File: src/rtl/mem_arb_pkg.sv
// Shared definitions for the instruction/data memory arbiter.
package mem_arb_pkg;

  // Default depth of the attached memory, in 32-bit words.
  localparam int unsigned MEM_WORDS_DEFAULT = 32'd128;

  // Port identifiers, also used as the encoding of the last-grant flop.
  localparam logic PORT_FETCH = 1'b0;
  localparam logic PORT_DATA  = 1'b1;

  // Arbiter sequencing states.
  typedef enum logic [1:0] {
    ST_IDLE    = 2'd0,
    ST_ACCESS  = 2'd1,
    ST_CAPTURE = 2'd2,
    ST_DONE    = 2'd3
  } arb_state_e;

  // True when a word address falls inside the attached memory.
  function automatic logic addr_in_range(input logic [31:0] addr, input int unsigned words);
    return (addr < words);
  endfunction

endpackage

File: src/rtl/mem_arbiter_rr_arb2.sv
// Two-way round-robin chooser: bit 0 is the fetch port, bit 1 the data port.
module rr_arb2
  import mem_arb_pkg::*;
(
  input  logic [1:0] req,
  input  logic       last,
  output logic [1:0] grant
);

  // Lone requester wins outright; on a tie the port not served last wins.
  always_comb begin
    grant = 2'b00;
    case (req)
      2'b01:   grant = 2'b01;
      2'b10:   grant = 2'b10;
      2'b11:   grant = (last == PORT_DATA) ? 2'b01 : 2'b10;
      default: grant = 2'b00;
    endcase
  end

endmodule

File: src/rtl/mem_arbiter.sv
// Shares one synchronous single-port memory between an instruction-fetch
// port and a data load/store port. Each in-range access walks
// IDLE -> ACCESS -> CAPTURE -> DONE; out-of-range accesses skip to DONE.
module mem_arbiter
  import mem_arb_pkg::*;
#(
  parameter int unsigned MEM_WORDS = MEM_WORDS_DEFAULT
) (
  input  logic        clk,
  input  logic        rst,
  input  logic        i_req,
  input  logic [31:0] i_addr,
  output logic        i_ready,
  output logic [31:0] i_rdata,
  output logic        i_err,
  input  logic        d_req,
  input  logic        d_we,
  input  logic [31:0] d_addr,
  input  logic [31:0] d_wdata,
  output logic        d_ready,
  output logic [31:0] d_rdata,
  output logic        d_err,
  output logic        mem_r_wbar,
  output logic [31:0] mem_addr,
  output logic [31:0] mem_wdata,
  input  logic [31:0] mem_rdata
);

  arb_state_e  state_q, state_d;
  logic        last_q, last_d;        // port of the current/most recent grant
  logic [31:0] mem_addr_q, mem_addr_d;
  logic [31:0] mem_wdata_q, mem_wdata_d;
  logic        mem_r_wbar_q, mem_r_wbar_d;
  logic        i_ready_q, i_ready_d;
  logic        d_ready_q, d_ready_d;
  logic        i_err_q, i_err_d;
  logic        d_err_q, d_err_d;
  logic [31:0] i_rdata_q, i_rdata_d;
  logic [31:0] d_rdata_q, d_rdata_d;

  logic [1:0]  req_s;
  logic [1:0]  grant_s;
  logic        gnt_any_s;
  logic        gnt_port_s;
  logic [31:0] gnt_addr_s;
  logic [31:0] gnt_wdata_s;
  logic        gnt_we_s;
  logic        gnt_ok_s;

  assign req_s = {d_req, i_req};

  rr_arb2 u_rr_arb2 (
    .req   (req_s),
    .last  (last_q),
    .grant (grant_s)
  );

  // Mux the winning port's request fields; fetches never write.
  assign gnt_any_s   = |grant_s;
  assign gnt_port_s  = grant_s[1] ? PORT_DATA : PORT_FETCH;
  assign gnt_addr_s  = (gnt_port_s == PORT_DATA) ? d_addr : i_addr;
  assign gnt_we_s    = (gnt_port_s == PORT_DATA) ? d_we : 1'b0;
  assign gnt_wdata_s = (gnt_port_s == PORT_DATA) ? d_wdata : 32'h0000_0000;
  assign gnt_ok_s    = addr_in_range(gnt_addr_s, MEM_WORDS);

  // Next-state and next-output logic; memory is read unless a store is in ACCESS.
  always_comb begin
    state_d      = state_q;
    last_d       = last_q;
    mem_addr_d   = mem_addr_q;
    mem_wdata_d  = mem_wdata_q;
    mem_r_wbar_d = 1'b1;
    i_ready_d    = 1'b0;
    d_ready_d    = 1'b0;
    i_err_d      = 1'b0;
    d_err_d      = 1'b0;
    i_rdata_d    = i_rdata_q;
    d_rdata_d    = d_rdata_q;
    case (state_q)
      ST_IDLE: begin
        if (gnt_any_s) begin
          last_d = gnt_port_s;
          if (gnt_ok_s) begin
            state_d      = ST_ACCESS;
            mem_addr_d   = gnt_addr_s;
            mem_wdata_d  = gnt_wdata_s;
            mem_r_wbar_d = ~gnt_we_s;
          end else begin
            // Out of range: complete with an error, memory never touched.
            state_d = ST_DONE;
            if (gnt_port_s == PORT_DATA) begin
              d_ready_d = 1'b1;
              d_err_d   = 1'b1;
              d_rdata_d = 32'h0000_0000;
            end else begin
              i_ready_d = 1'b1;
              i_err_d   = 1'b1;
              i_rdata_d = 32'h0000_0000;
            end
          end
        end else begin
          state_d = ST_IDLE;
        end
      end
      ST_ACCESS: begin
        state_d = ST_CAPTURE;
      end
      ST_CAPTURE: begin
        // Memory data registered at the end of ACCESS is valid now.
        state_d = ST_DONE;
        if (last_q == PORT_DATA) begin
          d_rdata_d = mem_rdata;
          d_ready_d = 1'b1;
        end else begin
          i_rdata_d = mem_rdata;
          i_ready_d = 1'b1;
        end
      end
      ST_DONE: begin
        state_d = ST_IDLE;
      end
      default: begin
        state_d = ST_IDLE;
      end
    endcase
  end

  // State and registered outputs; reset abandons any access in flight.
  always_ff @(posedge clk) begin
    if (rst) begin
      state_q      <= ST_IDLE;
      last_q       <= PORT_DATA;
      mem_addr_q   <= 32'h0000_0000;
      mem_wdata_q  <= 32'h0000_0000;
      mem_r_wbar_q <= 1'b1;
      i_ready_q    <= 1'b0;
      d_ready_q    <= 1'b0;
      i_err_q      <= 1'b0;
      d_err_q      <= 1'b0;
      i_rdata_q    <= 32'h0000_0000;
      d_rdata_q    <= 32'h0000_0000;
    end else begin
      state_q      <= state_d;
      last_q       <= last_d;
      mem_addr_q   <= mem_addr_d;
      mem_wdata_q  <= mem_wdata_d;
      mem_r_wbar_q <= mem_r_wbar_d;
      i_ready_q    <= i_ready_d;
      d_ready_q    <= d_ready_d;
      i_err_q      <= i_err_d;
      d_err_q      <= d_err_d;
      i_rdata_q    <= i_rdata_d;
      d_rdata_q    <= d_rdata_d;
    end
  end

  assign mem_addr   = mem_addr_q;
  assign mem_wdata  = mem_wdata_q;
  assign mem_r_wbar = mem_r_wbar_q;
  assign i_ready    = i_ready_q;
  assign d_ready    = d_ready_q;
  assign i_err      = i_err_q;
  assign d_err      = d_err_q;
  assign i_rdata    = i_rdata_q;
  assign d_rdata    = d_rdata_q;

endmodule

File: config.mk
export PLATFORM = sky130hd
export DESIGN_NAME = mem_arbiter
export DESIGN_NICKNAME = d
export VERILOG_FILES = /design/src/rtl/mem_arb_pkg.sv /design/src/rtl/mem_arbiter_rr_arb2.sv /design/src/rtl/mem_arbiter.sv
export SDC_FILE = /design/constraint.sdc
export NUM_CORES = 1
export LEC_CHECK = 0
export CAP_MARGIN = 20
export CORE_MARGIN = 10
export CORE_UTILIZATION = 65
export DETAILED_ROUTE_END_ITERATION = 8
export DONT_BUFFER_PORTS = 1
export HOLD_SLACK_MARGIN = 0.05
export PLACE_DENSITY_LB_ADDON = 0.25
export SLEW_MARGIN = 15
export SYNTH_ARGS = -nofsm -noshare
export SYNTH_HDL_FRONTEND = slang
export SYNTH_SLANG_ARGS = --single-unit
File: constraint.sdc
create_clock -name clk -period 3.74 [get_ports clk]
set_input_delay 0.748 -clock clk [delete_from_list [all_inputs] [get_ports clk]]
set_output_delay 0.748 -clock clk [all_outputs]
set_load 0.02 [all_outputs]
==> results.yml, run 1 <==
logic_synthesis:
  ys_seq_area_share_pct: 55.2
  synthXorXnorAreaFrac_pct: 0
  avgSynthCellArea_um2: 10.5
  synth_cell_types: 34
  yosys_warnings: 0
  synthMuxAreaShare_pct: 15.1
  synth_cells: 469
  synth_area_leaders: "dfxtp_1 55%, mux2i_1 14%, a22o_1 5.7%"
  synth_top_family_by_area: "multiplexers"
  yosys.area_share.simple_pct: 15.0
  synthAdderAreaFrac_pct: 0.507
  syn_nets: 604
  synth_top_area_share_pct: 55.2
  syn_area_um2: 4930
  synth_seq_cells: 136
  synth_compound_area_share_pct: 10.6
  yosys.area.top_type: "dfxtp_1"
floorplanning:
  pin_count: 266
  row_count: 31
  die_w_um: 107
  dieHeight_um: 107
  die-area_um2: 11500
  core_area_um2: 7330
  floorplan.initialDensity_pct: 67.3
route:
  drt-initial-drc-count: 159
  viasPerCell: 6.22
  drc_errors: 0
  post_drt_wl_per_cell_um: 24.9
  antenna_left: 0
  firstDrtPassIters: 4
  drt_wl_total_um: 14300
  num_vias: 3559
setup_path:
  crit_type: "primary input to register"
  path_max_fanout: 30
  end_kind: "register"
  cpPeakStageDelay_ns: 0.52
  slowest_stage: "mux2i_2"
  critPathRequiredTime_ns: 4.11
  path_cells: "nor4_1 > nand4_1 > mux2i_2 > a31oi_4 > buf_16 > a22o_1"
  crit_path_start_kind: "primary input"
  arrival_ns: 2.84
worst_hold_path:
  min_path_type: "primary input to register"
place:
  gp_congestion: 0.834
  port_buffers: 0
  dp_hpwl_um: 10600
power_and_ir_drop:
  vdd_drop_max_mv: 0.461
  leakage_nw: 2.34
  finalPower_mw: 3.73
  p_per_area_nw_per_um2: 662
sta:
  fmax_ghz: 0.406
  timing.final.crit_share_pct: 65.9
  hold_ws_ns: 0.313
  skew_ns: 0.00555
  setup_viol: 0
  period_needed_ns: 2.46
  slew_headroom_pct: 55.1
  rsz0062_at_grt: "no"
  hold_violations: 0
  finalSetupTns_ns: 0
  tightest_slew_ns: 0.674
  drv_slew: 0
clocking:
  clock_sinks: 136
  clock_latency_ns: 0.49
  cts_tree: "yes"
  cts_buffer_depth: 2
  hold_buffers: 0
  cts_buffers: 17
  path_clk_slew_ns: 0.06
  cts_root_buf: "clkbuf_8"
  h-tree-depth: 4
  cts_resized: 0
  postCtsSetupRepairBufs: 0
layout:
  area_delta_synth_final_pct: 14.2
  drive_gt1_share_pct: 10.1
  antenna_cells: 0
  n_fill_cell: 502
  area.sequential_um2: 2720
  fin_nets: 595
  final_core_util_pct: 76.8
  multi_input_area_um2: 2060
global_route:
  overflow: 0
  grt_max_degree: 97
  grt_pass1_wl_um: 20900
  antenna_found_initial: 0
  grt_pass1_vias: 3625
  track_usage_pct: 23.4
status:
  status: "completed"
job:
  drv_cap: 0
==> state kept, by name, summed over array words and instances (netlist names) <==
register	count
d_err	1
d_rdata	32
d_ready	1
i_err	1
i_rdata	32
i_ready	1
last_q	1
mem_addr	32
mem_r_wbar	1
mem_wdata	32
state_q	2
==> cells in the mapped netlist <==
cell and number:
nand3_1 34, o21ai_0 6, o21a_1 2, clkbuf_1 22, nor3_1 2, buf_6 3, nand4_1 3, a221o_1 1
and2_1 25, dfxtp_1 136, a21o_1 1, ha_1 2, nand2_1 67, o22ai_1 1, nand2b_1 3, buf_2 8
nor3_2 1, nor2_1 9, a31oi_1 8, o31ai_4 1, a22o_1 32, nor2b_1 1, a311oi_1 7, mux2i_1 71
o21ai_2 1, a21bo_2 1, a21oi_1 3, a21boi_0 1, mux2_2 2, nor4_1 10, buf_4 1, mux2i_2 1
clkinv_1 1, inv_1 2
==> metal layers <==
layer | up-vias | GRT usage, % | share of wire, %
met5 | - | 0 | 0
met4 | 0 | 8.70 | 2.4
met3 | 25 | 11.9 | 10
met2 | 188 | 42.8 | 54
met1 | 1685 | 21.6 | 34
li1 | 1661 | - | -
==> logic make-up (layout without fill, tap and decap cells) <==
logic type,Yosys count,count (layout)
buffers and inverters,37,41
multiplexers,74,74
AO/OA/AOI/OAI,65,65
flip-flops,136,136
AND/OR/NAND/NOR,155,155
adder cells (fa/ha/maj),2,2
==> worst max-delay path, delay by kind of cell <==
family	cells	cell delay, ns
compound gates	2	0.64
simple gates	2	0.62
mux	1	0.52
buf+inv	1	0.28
==> cell usage in the layout (no fill, tap or decap), types with 6 or more instances in the layout <==
cell | synthesis | layout
a311oi_1 | 7 | 7
clkbuf_16 | 0 | 16
nand3_1 | 34 | 34
a22o_1 | 32 | 32
and2_1 | 25 | 25
nand2_1 | 67 | 67
dfxtp_1 | 136 | 136
nor4_1 | 10 | 10
nor2_1 | 9 | 9
o21ai_0 | 6 | 6
a31oi_1 | 8 | 7
mux2i_1 | 71 | 71
==> through the flow <==
step,instance area [µm²],setup WS (ns),instances
floorplan,4930,1.33,469
global placement,4980,0.777,539
detailed placement,4980,0.678,539
CTS,5600,1.19,571
global route,5630,1.11,572
finish,5630,1.28,572
==> final timing paths <==
check,to,startpoint,slack (ns),cells past startpoint
setup / recovery,mem_wdata[27]$_SDFFE_PP0P_,d_addr[28],1.28,6
hold / removal,mem_r_wbar$_SDFF_PP1_,d_we,0.31,1
setup reg to reg,mem_wdata[27]$_SDFFE_PP0P_,last_q$_SDFFE_PP1P_,1.31,5
hold reg to reg,d_rdata[10]$_SDFFE_PP0P_,d_rdata[10]$_SDFFE_PP0P_,0.57,2
==> cell type report <==
cell class	count	area share, %
Clock inverter	14	3.51
Inverter	3	0.200
Clock buffer	18	7.60
Multi-Input combinational cell	296	36.5
Tap cell	99	2.20
Sequential cell	136	48.4
Timing Repair Buffer	6	1.60
==> where the power goes <==
| part | leakage (nW) | internal, mW | switching (mW) |
|---|---|---|---|
| clock network | 0.301 | 1.11 | 0.617 |
| logic | 0.942 | 0.167 | 0.239 |
| registers | 1.10 | 1.50 | 0.0988 |
| total | 2.34 | 2.77 | 0.955 |
Note: power is estimated with default switching activity, not from simulation.
==> run 2, diff against run 1 <==
CORE_UTILIZATION = 62   (was 65)
clock period = 2.3 ns   (was 3.74 ns; I/O delays follow)
==> results.yml, run 2 (synthesis results as in run 1) <==
power_and_ir_drop:
  p_per_area_nw_per_um2: 1070
  leakage_nw: 2.39
  vdd_drop_max_mv: 0.655
floorplanning:
  core_area_um2: 7730
  floorplan.initialDensity_pct: 63.8
  die-area_um2: 11900
  pin_count: 266
  die_w_um: 109
  row_count: 32
  dieHeight_um: 109
setup_path:
  critPathRequiredTime_ns: 2.72
  arrival_ns: 2.44
  crit_path_start_kind: "register"
  path_max_fanout: 32
  crit_type: "register to register"
  end_kind: "register"
sta:
  finalSetupTns_ns: 0
  rsz0062_at_grt: "no"
  setup_viol: 0
  period_needed_ns: 2.02
  slew_headroom_pct: 66.9
  tightest_slew_ns: 0.494
  hold_violations: 0
  skew_ns: 0.00847
  fmax_ghz: 0.495
  drv_slew: 0
  timing.final.crit_share_pct: 87.8
layout:
  n_fill_cell: 552
  layout_commonest_cell: "dfxtp_1"
  final_cell_mix: "136 x dfxtp_1, 71 x mux2i_1, 67 x nand2_1, 34 x nand3_1, 32 x a22o_1"
  drive_gt1_share_pct: 10.8
  fin_cells: 584
  fin_nets: 603
  design_area_um2: 5720
  area_delta_synth_final_pct: 15.9
clocking:
  h-tree-depth: 4
  cts_root_buf: "clkbuf_8"
  cts_buffers: 17
  postCtsSetupRepairBufs: 0
  path_clk_slew_ns: 0.06
  clock_sinks: 136
  clock_latency_ns: 0.50
  cts_tree: "yes"
  cts_buffer_depth: 2
route:
  drt_wl_total_um: 13800
  post_drt_wl_per_cell_um: 23.7
  antenna_left: 0
  drc_errors: 0
  viasPerCell: 6.09
  num_vias: 3557
  drt-initial-drc-count: 133
  firstDrtPassIters: 4
global_route:
  grt_pass1_vias: 3763
  grt_pass1_wl_um: 20500
  antenna_found_initial: 0
  overflow: 0
  track_usage_pct: 22.0
  grt_max_degree: 97
worst_hold_path:
  min_path_type: "primary input to register"
job:
  drv_cap: 0
place:
  gp_congestion: 0.830
  dp.cells: 549
  place_area_um2: 5070
  dp_hpwl_um: 10100
  port_buffers: 0
status:
  status: "completed"
[run 2: cell types whose count changed in the layout (fill, tap and decap cells not counted)]
cell and change:
clkbuf_1 +2, inv_6 +3, buf_12 +3, inv_8 +1
buf_4 +4, diode_2 +1, buf_16 -1, dlygate4sd3_1 +2
clkinvlp_4 -1, clkinv_2 -1, clkinv_4 -4
[run 2: critical path: stages (launching register included)]
cell	delay (ns)
dfxtp_1	0.37
a21bo_2	0.24
buf_4	0.19
o21a_1	0.31
o31ai_4	0.26
buf_12	0.28
mux2i_1	0.26
[run 2: through the flow]
step           setup WS [ns]  utilization (%)  hold slack [ns]  total power [mW]
2_1_floorplan          0.182                -            0.509              3.18
3_3_place_gp           0.171             65.6            0.525              3.31
3_5_place_dp           0.121             65.6            0.526              3.33
4_1_cts                0.285             73.9           0.0573              6.16
5_1_grt                0.214             73.9           0.0561              6.33
6_report               0.281             74.0           0.0821              6.12
[run 2: power breakdown]
part | leakage, nW | switching [mW] | internal (mW)
sequential | 1.10 | 0.161 | 2.44
combinational | 0.985 | 0.397 | 0.294
clock | 0.303 | 1.02 | 1.81
[run 2: per-layer routing]
layer	part of all wire, %	track usage [%]
met2	51	37.0
met5	0	0
met3	13	12.1
met1	34	22.5
met4	1.7	8.46
[run 2: area by class of cell]
type	count	area [µm²]	area share [%]
antenna	1	2.50	0.0438
clock buffer	20	435	7.62
clock inverter	12	188	3.28
inverter	3	11.3	0.197
multi-input combinational	296	2060	36.0
sequential	136	2720	47.6
tap	102	128	2.23
timing repair buffer	14	173	3.02
[run 2: final timing paths]
check / startpoint / to / slack [ns] / depth (start not counted)
worst min-delay path: d_wdata[11] / mem_wdata[11]$_SDFFE_PP0P_ / 0.08 / 1
worst max-delay path: last_q$_SDFFE_PP1P_ / i_rdata[5]$_SDFFE_PP0P_ / 0.28 / 6
worst max register to register: last_q$_SDFFE_PP1P_ / i_rdata[5]$_SDFFE_PP0P_ / 0.28 / 6
worst min register to register: d_rdata[17]$_SDFFE_PP0P_ / d_rdata[17]$_SDFFE_PP0P_ / 0.57 / 2
[run 2: what timing repair did]
item                      4_1_cts  5_1_grt
hold buffers                    2        0
hold endpoints to repair       14        0
resized for setup               0        0
